[src/rtl/approx_mul_pkg.sv]
// Shared types, widths and round-robin pick helper for the approximate-multiplier
// scheduler family.
package approx_mul_pkg;

  localparam int unsigned OP_W    = 8;
  localparam int unsigned PROD_W  = 16;
  localparam int unsigned MAX_REQ = 8;
  localparam int unsigned IDX_W   = 3;

  typedef struct packed {
    logic [OP_W-1:0]  x;
    logic [OP_W-1:0]  y;
    logic [IDX_W-1:0] id;
  } op_t;

  typedef struct packed {
    logic [PROD_W-1:0] z;
    logic [IDX_W-1:0]  id;
  } rsp_t;

  // First set bit of valid, scanning upward from ptr and wrapping modulo n.
  function automatic logic [IDX_W-1:0] rr_pick(input logic [MAX_REQ-1:0] valid,
                                               input logic [IDX_W-1:0]   ptr,
                                               input int unsigned        n);
    logic [IDX_W-1:0] pick;
    logic             found;
    int unsigned      idx;
    pick  = '0;
    found = 1'b0;
    for (int unsigned k = 0; k < MAX_REQ; k++) begin
      idx = (32'(ptr) + k) % n;
      if (!found && (k < n) && valid[IDX_W'(idx)]) begin
        pick  = IDX_W'(idx);
        found = 1'b1;
      end
    end
    return pick;
  endfunction

endpackage

[src/rtl/approx_mul_rr_sched_if.sv]
// Request/response bus of the shared approximate multiplier.
interface approx_mul_rr_sched_if #(
  parameter int unsigned N_REQ = 4,
  parameter int unsigned ID_W  = 2
);
  import approx_mul_pkg::*;

  logic [N_REQ-1:0]      req_valid;
  logic [N_REQ-1:0]      req_ready;
  logic [OP_W*N_REQ-1:0] req_x;
  logic [OP_W*N_REQ-1:0] req_y;
  logic                  rsp_valid;
  logic                  rsp_ready;
  logic [PROD_W-1:0]     rsp_z;
  logic [ID_W-1:0]       rsp_id;

  modport master (output req_valid, req_x, req_y, rsp_ready,
                  input  req_ready, rsp_valid, rsp_z, rsp_id);
  modport slave  (input  req_valid, req_x, req_y, rsp_ready,
                  output req_ready, rsp_valid, rsp_z, rsp_id);
endinterface

[src/rtl/approx_mul8_l2_core.sv]
// Combinational 8x8 unsigned approximate multiplier: X[1:0] partial products
// truncated except for the three terms feeding bits 7 and 8.
module approx_mul8_l2_core
  import approx_mul_pkg::*;
(
  input  logic [OP_W-1:0]   x,
  input  logic [OP_W-1:0]   y,
  output logic [PROD_W-1:0] z
);

  always_comb begin
    z = ((PROD_W'(y) * PROD_W'(x[7:2])) << 2)
      + (PROD_W'((x[0] & y[6]) | (x[1] & y[5])) << 7)
      + (PROD_W'(x[1] & y[7]) << 8);
  end

endmodule

[src/rtl/approx_mul_rr_sched.sv]
// Round-robin scheduler sharing one approximate multiplier across N_REQ requesters
// through an operand stage and a product stage. Optional APPROX_ERR_STAT_EN adds
// op/error statistics counters.
module approx_mul_rr_sched
  import approx_mul_pkg::*;
#(
  parameter int unsigned N_REQ = 4,
  parameter int unsigned ID_W  = 2
) (
  input  logic                  clk,
  input  logic                  rst_n,
  approx_mul_rr_sched_if.slave  bus,
  output logic                  busy
`ifdef APPROX_ERR_STAT_EN
  ,
  input  logic                  stat_clr,
  output logic [31:0]           stat_ops,
  output logic [31:0]           stat_err
`endif
);

  op_t              s1;
  logic             s1_valid;
  rsp_t             s2;
  logic             s2_valid;
  logic [IDX_W-1:0] ptr;

  logic               stall;
  logic               s1_open;
  logic               grant;
  logic [IDX_W-1:0]   gidx;
  logic [MAX_REQ-1:0] valid_ext;
  logic [OP_W-1:0]    gx;
  logic [OP_W-1:0]    gy;
  logic [PROD_W-1:0]  z;

  // Arbitration and operand mux; ready is suppressed while reset is asserted.
  always_comb begin
    valid_ext              = '0;
    valid_ext[N_REQ-1:0]   = bus.req_valid;
    stall                  = s2_valid & ~bus.rsp_ready;
    s1_open                = ~s1_valid | ~stall;
    gidx                   = rr_pick(valid_ext, ptr, N_REQ);
    grant                  = rst_n & s1_open & (|bus.req_valid);
    gx                     = '0;
    gy                     = '0;
    bus.req_ready          = '0;
    for (int unsigned i = 0; i < N_REQ; i++) begin
      if (IDX_W'(i) == gidx) begin
        gx               = bus.req_x[OP_W*i +: OP_W];
        gy               = bus.req_y[OP_W*i +: OP_W];
        bus.req_ready[i] = grant;
      end
    end
  end

  approx_mul8_l2_core u_core (
    .x (s1.x),
    .y (s1.y),
    .z (z)
  );

  always_ff @(posedge clk) begin
    if (!rst_n) begin
      s1       <= '0;
      s1_valid <= 1'b0;
      s2       <= '0;
      s2_valid <= 1'b0;
      ptr      <= '0;
    end else begin
      if (!stall) begin
        s2_valid <= s1_valid;
        if (s1_valid) s2 <= '{z: z, id: s1.id};
      end
      if (grant) begin
        s1       <= '{x: gx, y: gy, id: gidx};
        s1_valid <= 1'b1;
        ptr      <= (gidx == IDX_W'(N_REQ - 1)) ? '0 : IDX_W'(gidx + 1'b1);
      end else if (!stall) begin
        s1_valid <= 1'b0;
      end
    end
  end

  assign bus.rsp_valid = s2_valid;
  assign bus.rsp_z     = s2.z;
  assign bus.rsp_id    = ID_W'(s2.id);
  assign busy          = s1_valid | s2_valid;

`ifdef APPROX_ERR_STAT_EN
  logic [PROD_W-1:0] exact;
  logic              xfer;

  always_comb begin
    exact = PROD_W'(s1.x) * PROD_W'(s1.y);
    xfer  = s1_valid & ~stall;
  end

  // Clear wins over a same-cycle transfer.
  always_ff @(posedge clk) begin
    if (!rst_n || stat_clr) begin
      stat_ops <= '0;
      stat_err <= '0;
    end else if (xfer) begin
      stat_ops <= stat_ops + 32'd1;
      if (z != exact) stat_err <= stat_err + 32'd1;
    end
  end
`endif

endmodule

[src/flat_wrapper.sv]
// flat-port wrapper written by rule: the top's interface ports become plain ports
module approx_mul_rr_sched_flat import approx_mul_pkg::*;
#(
  parameter int unsigned N_REQ = 4,
  parameter int unsigned ID_W  = 2
)
  (clk, rst_n, busy, bus_req_valid, bus_req_x, bus_req_y, bus_rsp_ready, bus_req_ready, bus_rsp_valid, bus_rsp_z, bus_rsp_id);
  approx_mul_rr_sched_if #(.N_REQ(N_REQ), .ID_W(ID_W)) bus_i ();
  input  logic clk;
  input  logic rst_n;
  output logic busy;
  input wire logic [$bits(bus_i.req_valid)-1:0] bus_req_valid;
  input wire logic [$bits(bus_i.req_x)-1:0] bus_req_x;
  input wire logic [$bits(bus_i.req_y)-1:0] bus_req_y;
  input wire logic [$bits(bus_i.rsp_ready)-1:0] bus_rsp_ready;
  output wire logic [$bits(bus_i.req_ready)-1:0] bus_req_ready;
  output wire logic [$bits(bus_i.rsp_valid)-1:0] bus_rsp_valid;
  output wire logic [$bits(bus_i.rsp_z)-1:0] bus_rsp_z;
  output wire logic [$bits(bus_i.rsp_id)-1:0] bus_rsp_id;
  assign bus_i.req_valid = bus_req_valid;
  assign bus_i.req_x = bus_req_x;
  assign bus_i.req_y = bus_req_y;
  assign bus_i.rsp_ready = bus_rsp_ready;
  assign bus_req_ready = bus_i.req_ready;
  assign bus_rsp_valid = bus_i.rsp_valid;
  assign bus_rsp_z = bus_i.rsp_z;
  assign bus_rsp_id = bus_i.rsp_id;
  approx_mul_rr_sched #(.N_REQ(N_REQ), .ID_W(ID_W)) u_core (.clk(clk), .rst_n(rst_n), .bus(bus_i), .busy(busy));
endmodule
[config.mk]
export PLATFORM = sky130hd
export DESIGN_NAME = approx_mul_rr_sched_flat
export DESIGN_NICKNAME = d
export VERILOG_FILES = /design/src/rtl/approx_mul_pkg.sv /design/src/rtl/approx_mul_rr_sched_if.sv /design/src/rtl/approx_mul8_l2_core.sv /design/src/rtl/approx_mul_rr_sched.sv /design/src/flat_wrapper.sv
export SDC_FILE = /design/constraint.sdc
export NUM_CORES = 1
export LEC_CHECK = 0
export ABC_AREA = 1
export CORE_ASPECT_RATIO = 0.5
export CORE_MARGIN = 2
export CORE_UTILIZATION = 34
export CTS_BUF_LIST = sky130_fd_sc_hd__clkbuf_8
export DETAILED_ROUTE_END_ITERATION = 12
export SYNTH_ARGS = -nofsm -noshare
export SYNTH_HDL_FRONTEND = slang
export SYNTH_HIERARCHICAL = 1
export SYNTH_SLANG_ARGS = --single-unit
export TNS_END_PERCENT = 30
[constraint.sdc]
create_clock -name clk -period 5.15 [get_ports clk]
set_clock_uncertainty 0.05 [all_clocks]
set_input_delay 0.515 -clock clk [delete_from_list [all_inputs] [get_ports clk]]
set_output_delay 0.515 -clock clk [all_outputs]
set_load 0.01 [all_outputs]
==> metrics.log <==
INFO  metric synth.ff_latch_count = 40
INFO  metric detailed_place.area = roughly 5100 µm²
INFO  metric die_area = ~13000 µm²
INFO  metric total_wirelength_of_the_detailed_routed_design = roughly 10000 µm
INFO  metric worst_setup_hold_path_clk_slew = ~0.08 ns
INFO  metric slew-limit-headroom = 0.568
INFO  metric dominantRegCellSynth = dfxtp_1
INFO  metric r2r_cells = 18
INFO  metric antennaDiodeCount = 0
INFO  metric final_period_minus_worst_setup_slack = between 4 and 5 ns
INFO  metric fp-row-count = 28
INFO  metric initial_utilization = 0.345
INFO  metric grt_pass1_vias = 3677
INFO  metric io_buffer_count = 94
INFO  metric dr.pass1.iters = 4
INFO  metric track_usage = 0.163
INFO  metric placeableCoreArea = 11700 µm²
INFO  metric dp_hpwl = between 8000 and 9000 µm
INFO  metric antenna_found_initial = 0
INFO  metric cts_hold_buffers = 0
INFO  metric detail_route.iter0.violations = 144
INFO  metric flow.area_growth_from_synthesis = 29.2%
INFO  metric cts_buffer_depth = 2
INFO  metric status = finished, final reports clean
INFO  metric netlist.area_leader.share = 0.198
INFO  metric grt_setup_unrepaired = no
INFO  metric drv_cap = 0
INFO  metric worstPathMaxFanout = 9
INFO  metric grt_overflow_total = 0
INFO  metric report.final.setup_viol = 0
INFO  metric cts-buffers-inserted = 5
INFO  metric rr_endpoint = u_core/bus.rsp_z[15]
INFO  metric postCtsSetupRepairBufs = 0
INFO  metric yosysMostFrequentCell = nand2_1
INFO  metric power_leakage = 2.72 nW
INFO  metric cp_data_arrival_time = around 4.6 ns
INFO  metric max-vdd-ir-drop = about 320 µV
INFO  metric pin_count_of_the_biggest_net_entering_global_routing = 40
INFO  metric number_of_enable_type_register_cells_in_the_synthesized_netlist = 0
INFO  metric r2r_setup_slack = between 0.7 and 0.8 ns
INFO  metric cts_tree = done
INFO  metric io_pins = 95
INFO  metric finalHoldViolations = 0
INFO  metric synth_warnings = 6
INFO  metric synth_largest_area_cell = dfxtp_1
INFO  metric grt_pass1_wl = roughly 17000 µm
INFO  metric htree_levels = 2
INFO  metric syn-instance-count = ~600
INFO  metric synthTopCellsByCount = 162 x nand2_1, 115 x inv_1, 49 x nor2_1
INFO  metric postLayoutCellArea = around 5200 µm²
INFO  metric final-max-slew-violation-count = 0
INFO  metric netlist_area = approximately 4000 µm²
INFO  metric seq_area_frac_synth = 0.198
INFO  metric avgSynthCellArea = approximately 6.7 µm²
INFO  metric fp.dieW = around 160 µm
INFO  metric synth_top_cells_by_area = dfxtp_1 20%, nand2_1 15%, fa_1 13%, inv_1 11%, ha_1 8.7%
INFO  metric layout_net_count = around 810
INFO  metric min_delay_path_depth = 2
INFO  metric gp_congestion = roughly 0.92
INFO  metric hp-class = register to register
INFO  metric route.antenna.remaining_nets = 0
INFO  metric launching_element_type_of_the_critical_path = register
INFO  metric worstSetupPathType = register to register
INFO  metric route.detailed.drc = 0
INFO  metric wire_per_inst = 11.8 µm
INFO  metric worst_skew_pair.late_latency = 0.30 ns
INFO  metric crit_path_required_time = 5.28 ns
INFO  metric buffer_cell_driving_the_clock_tree_root = clkbuf_8
INFO  metric total_neg_setup_slack = 0 ns
INFO  metric timing.final.crit_share = 0.863
INFO  metric fmaxAchievable = 0.225 GHz
INFO  metric worstReg2RegStart = u_core/s1[18]
INFO  metric cts_sinks = 40
INFO  metric via_per_inst = 4.49
INFO  metric postSynth.asyncResetShare = 0
INFO  metric timing.hold.worst_endpoint = u_core/bus.rsp_z[9]
INFO  metric cts_repair_resize_count = 0
INFO  metric power-per-cell-area = about 550 nW/µm²
INFO  metric dieHeight = between 80 and 90 µm
INFO  metric drive_above_1_share = 0.0585
INFO  metric worst-slew-pin-transition = between 0.6 and 0.7 ns
INFO  metric synth_cell_type_count = 39
INFO  metric critPathCaptureType = register
INFO  metric vias = 3811
INFO  metric fillerInstances = roughly 1300
INFO  metric holdCritStartpoint = u_core/bus.rsp_z[9]
## worst max-delay path: stages, from the launching register on
cell,delay (ns)
dfxtp_1,0.49
nand2_1,0.13
fa_1,0.54
fa_1,0.52
fa_1,0.54
inv_1,0.04
ha_1,0.37
nand2_1,0.12
nand3_1,0.12
xnor2_1,0.18
fa_1,0.50
nor2_4,0.15
nand2_4,0.07
nor2_4,0.12
nand2_1,0.07
nand2_1,0.06
nand2_1,0.04
o21ai_0,0.17
nor2_1,0.06
## cell type report
cell class	count	area, µm²	area share
clock buffers	5	68.8	0.0132
clock inverters	2	60.1	0.0115
inverters	119	449	0.0860
multi-input cells	420	2670	0.510
flip-flops and latches	40	801	0.153
well taps	165	206	0.0395
repair buffers	98	971	0.186
## state kept, by name, summed over array words and instances (netlist names)
register              count
u_core/s1                18
u_core/bus.rsp_z         16
u_core/bus.rsp_id         2
u_core/ptr                2
u_core/bus.rsp_valid      1
u_core/s1_valid           1
## cells by family (layout without fill, tap and decap cells)
kind of cell | after synthesis | after routing | synth area share
muxes | 1 | 1 | 0.00248
other | 1 | 2 | 0.000928
AOI/OAI and AO/OA | 84 | 84 | 0.134
DFF | 40 | 40 | 0.198
xor gates and xnor gates | 7 | 7 | 0.0152
and+or+nand+nor | 272 | 272 | 0.291
adders and majority gates | 54 | 54 | 0.215
buffers and inverters | 147 | 224 | 0.143
## placed cells by master (no fill, tap or decap), types with 2 or more instances in the layout
cell	n
ha_1	28
nor2_4	2
fa_1	26
nor2_1	49
dfxtp_1	40
buf_4	4
xor2_1	4
o21ai_1	2
nand3_1	29
inv_2	2
nand3_2	3
conb_1	2
a22oi_1	16
o21ai_0	20
nand2_1	162
inv_1	115
bufinv_16	2
a21oi_1	15
clkbuf_8	5
nand2_2	13
o211ai_1	28
nand4_1	4
nand2_4	2
nor2_2	2
xnor2_1	3
clkdlybuf4s50_1	94
## worst max path at each step
stage	startpoint	to	slack, ns	cells past startpoint
after floorplan	u_core/s1[18]	u_core/bus.rsp_z[15]	0.89	19
after global placement	u_core/s1[18]	u_core/bus.rsp_z[15]	0.84	18
after detailed placement	u_core/s1[18]	u_core/bus.rsp_z[15]	0.70	18
after CTS	u_core/s1[18]	u_core/bus.rsp_z[15]	0.68	18
after global routing	u_core/s1[18]	u_core/bus.rsp_z[15]	0.34	18
final	u_core/s1[18]	u_core/bus.rsp_z[15]	0.71	18
## report_power, final
group	internal, mW	switching [mW]	total, mW	leakage [nW]
sequential	0.396	0.125	0.522	0.331
combinational	0.809	1.27	2.07	2.32
clock	0.191	0.109	0.300	0.0642
## per-layer routing
layer | up-vias | part of all wire | GRT usage
met5 | - | 0 | 0
met4 | 0 | 0.014 | 0.0351
met3 | 11 | 0.045 | 0.0347
met2 | 77 | 0.42 | 0.264
met1 | 1696 | 0.52 | 0.225
li1 | 2027 | - | -
## through the flow
step	worst slack (ns)	hold slack [ns]	total power [mW]	utilization	instances
finish	0.705	0.433	2.90	0.446	849
global route	0.343	0.456	3.26	0.446	849
CTS	0.676	0.436	2.94	0.446	849
detailed placement	0.701	0.422	2.62	0.435	842
global placement	0.836	0.417	2.61	0.435	842
floorplan	0.889	0.399	2.10	-	607
No activity file was read; power rests on OpenSTA's default activity.
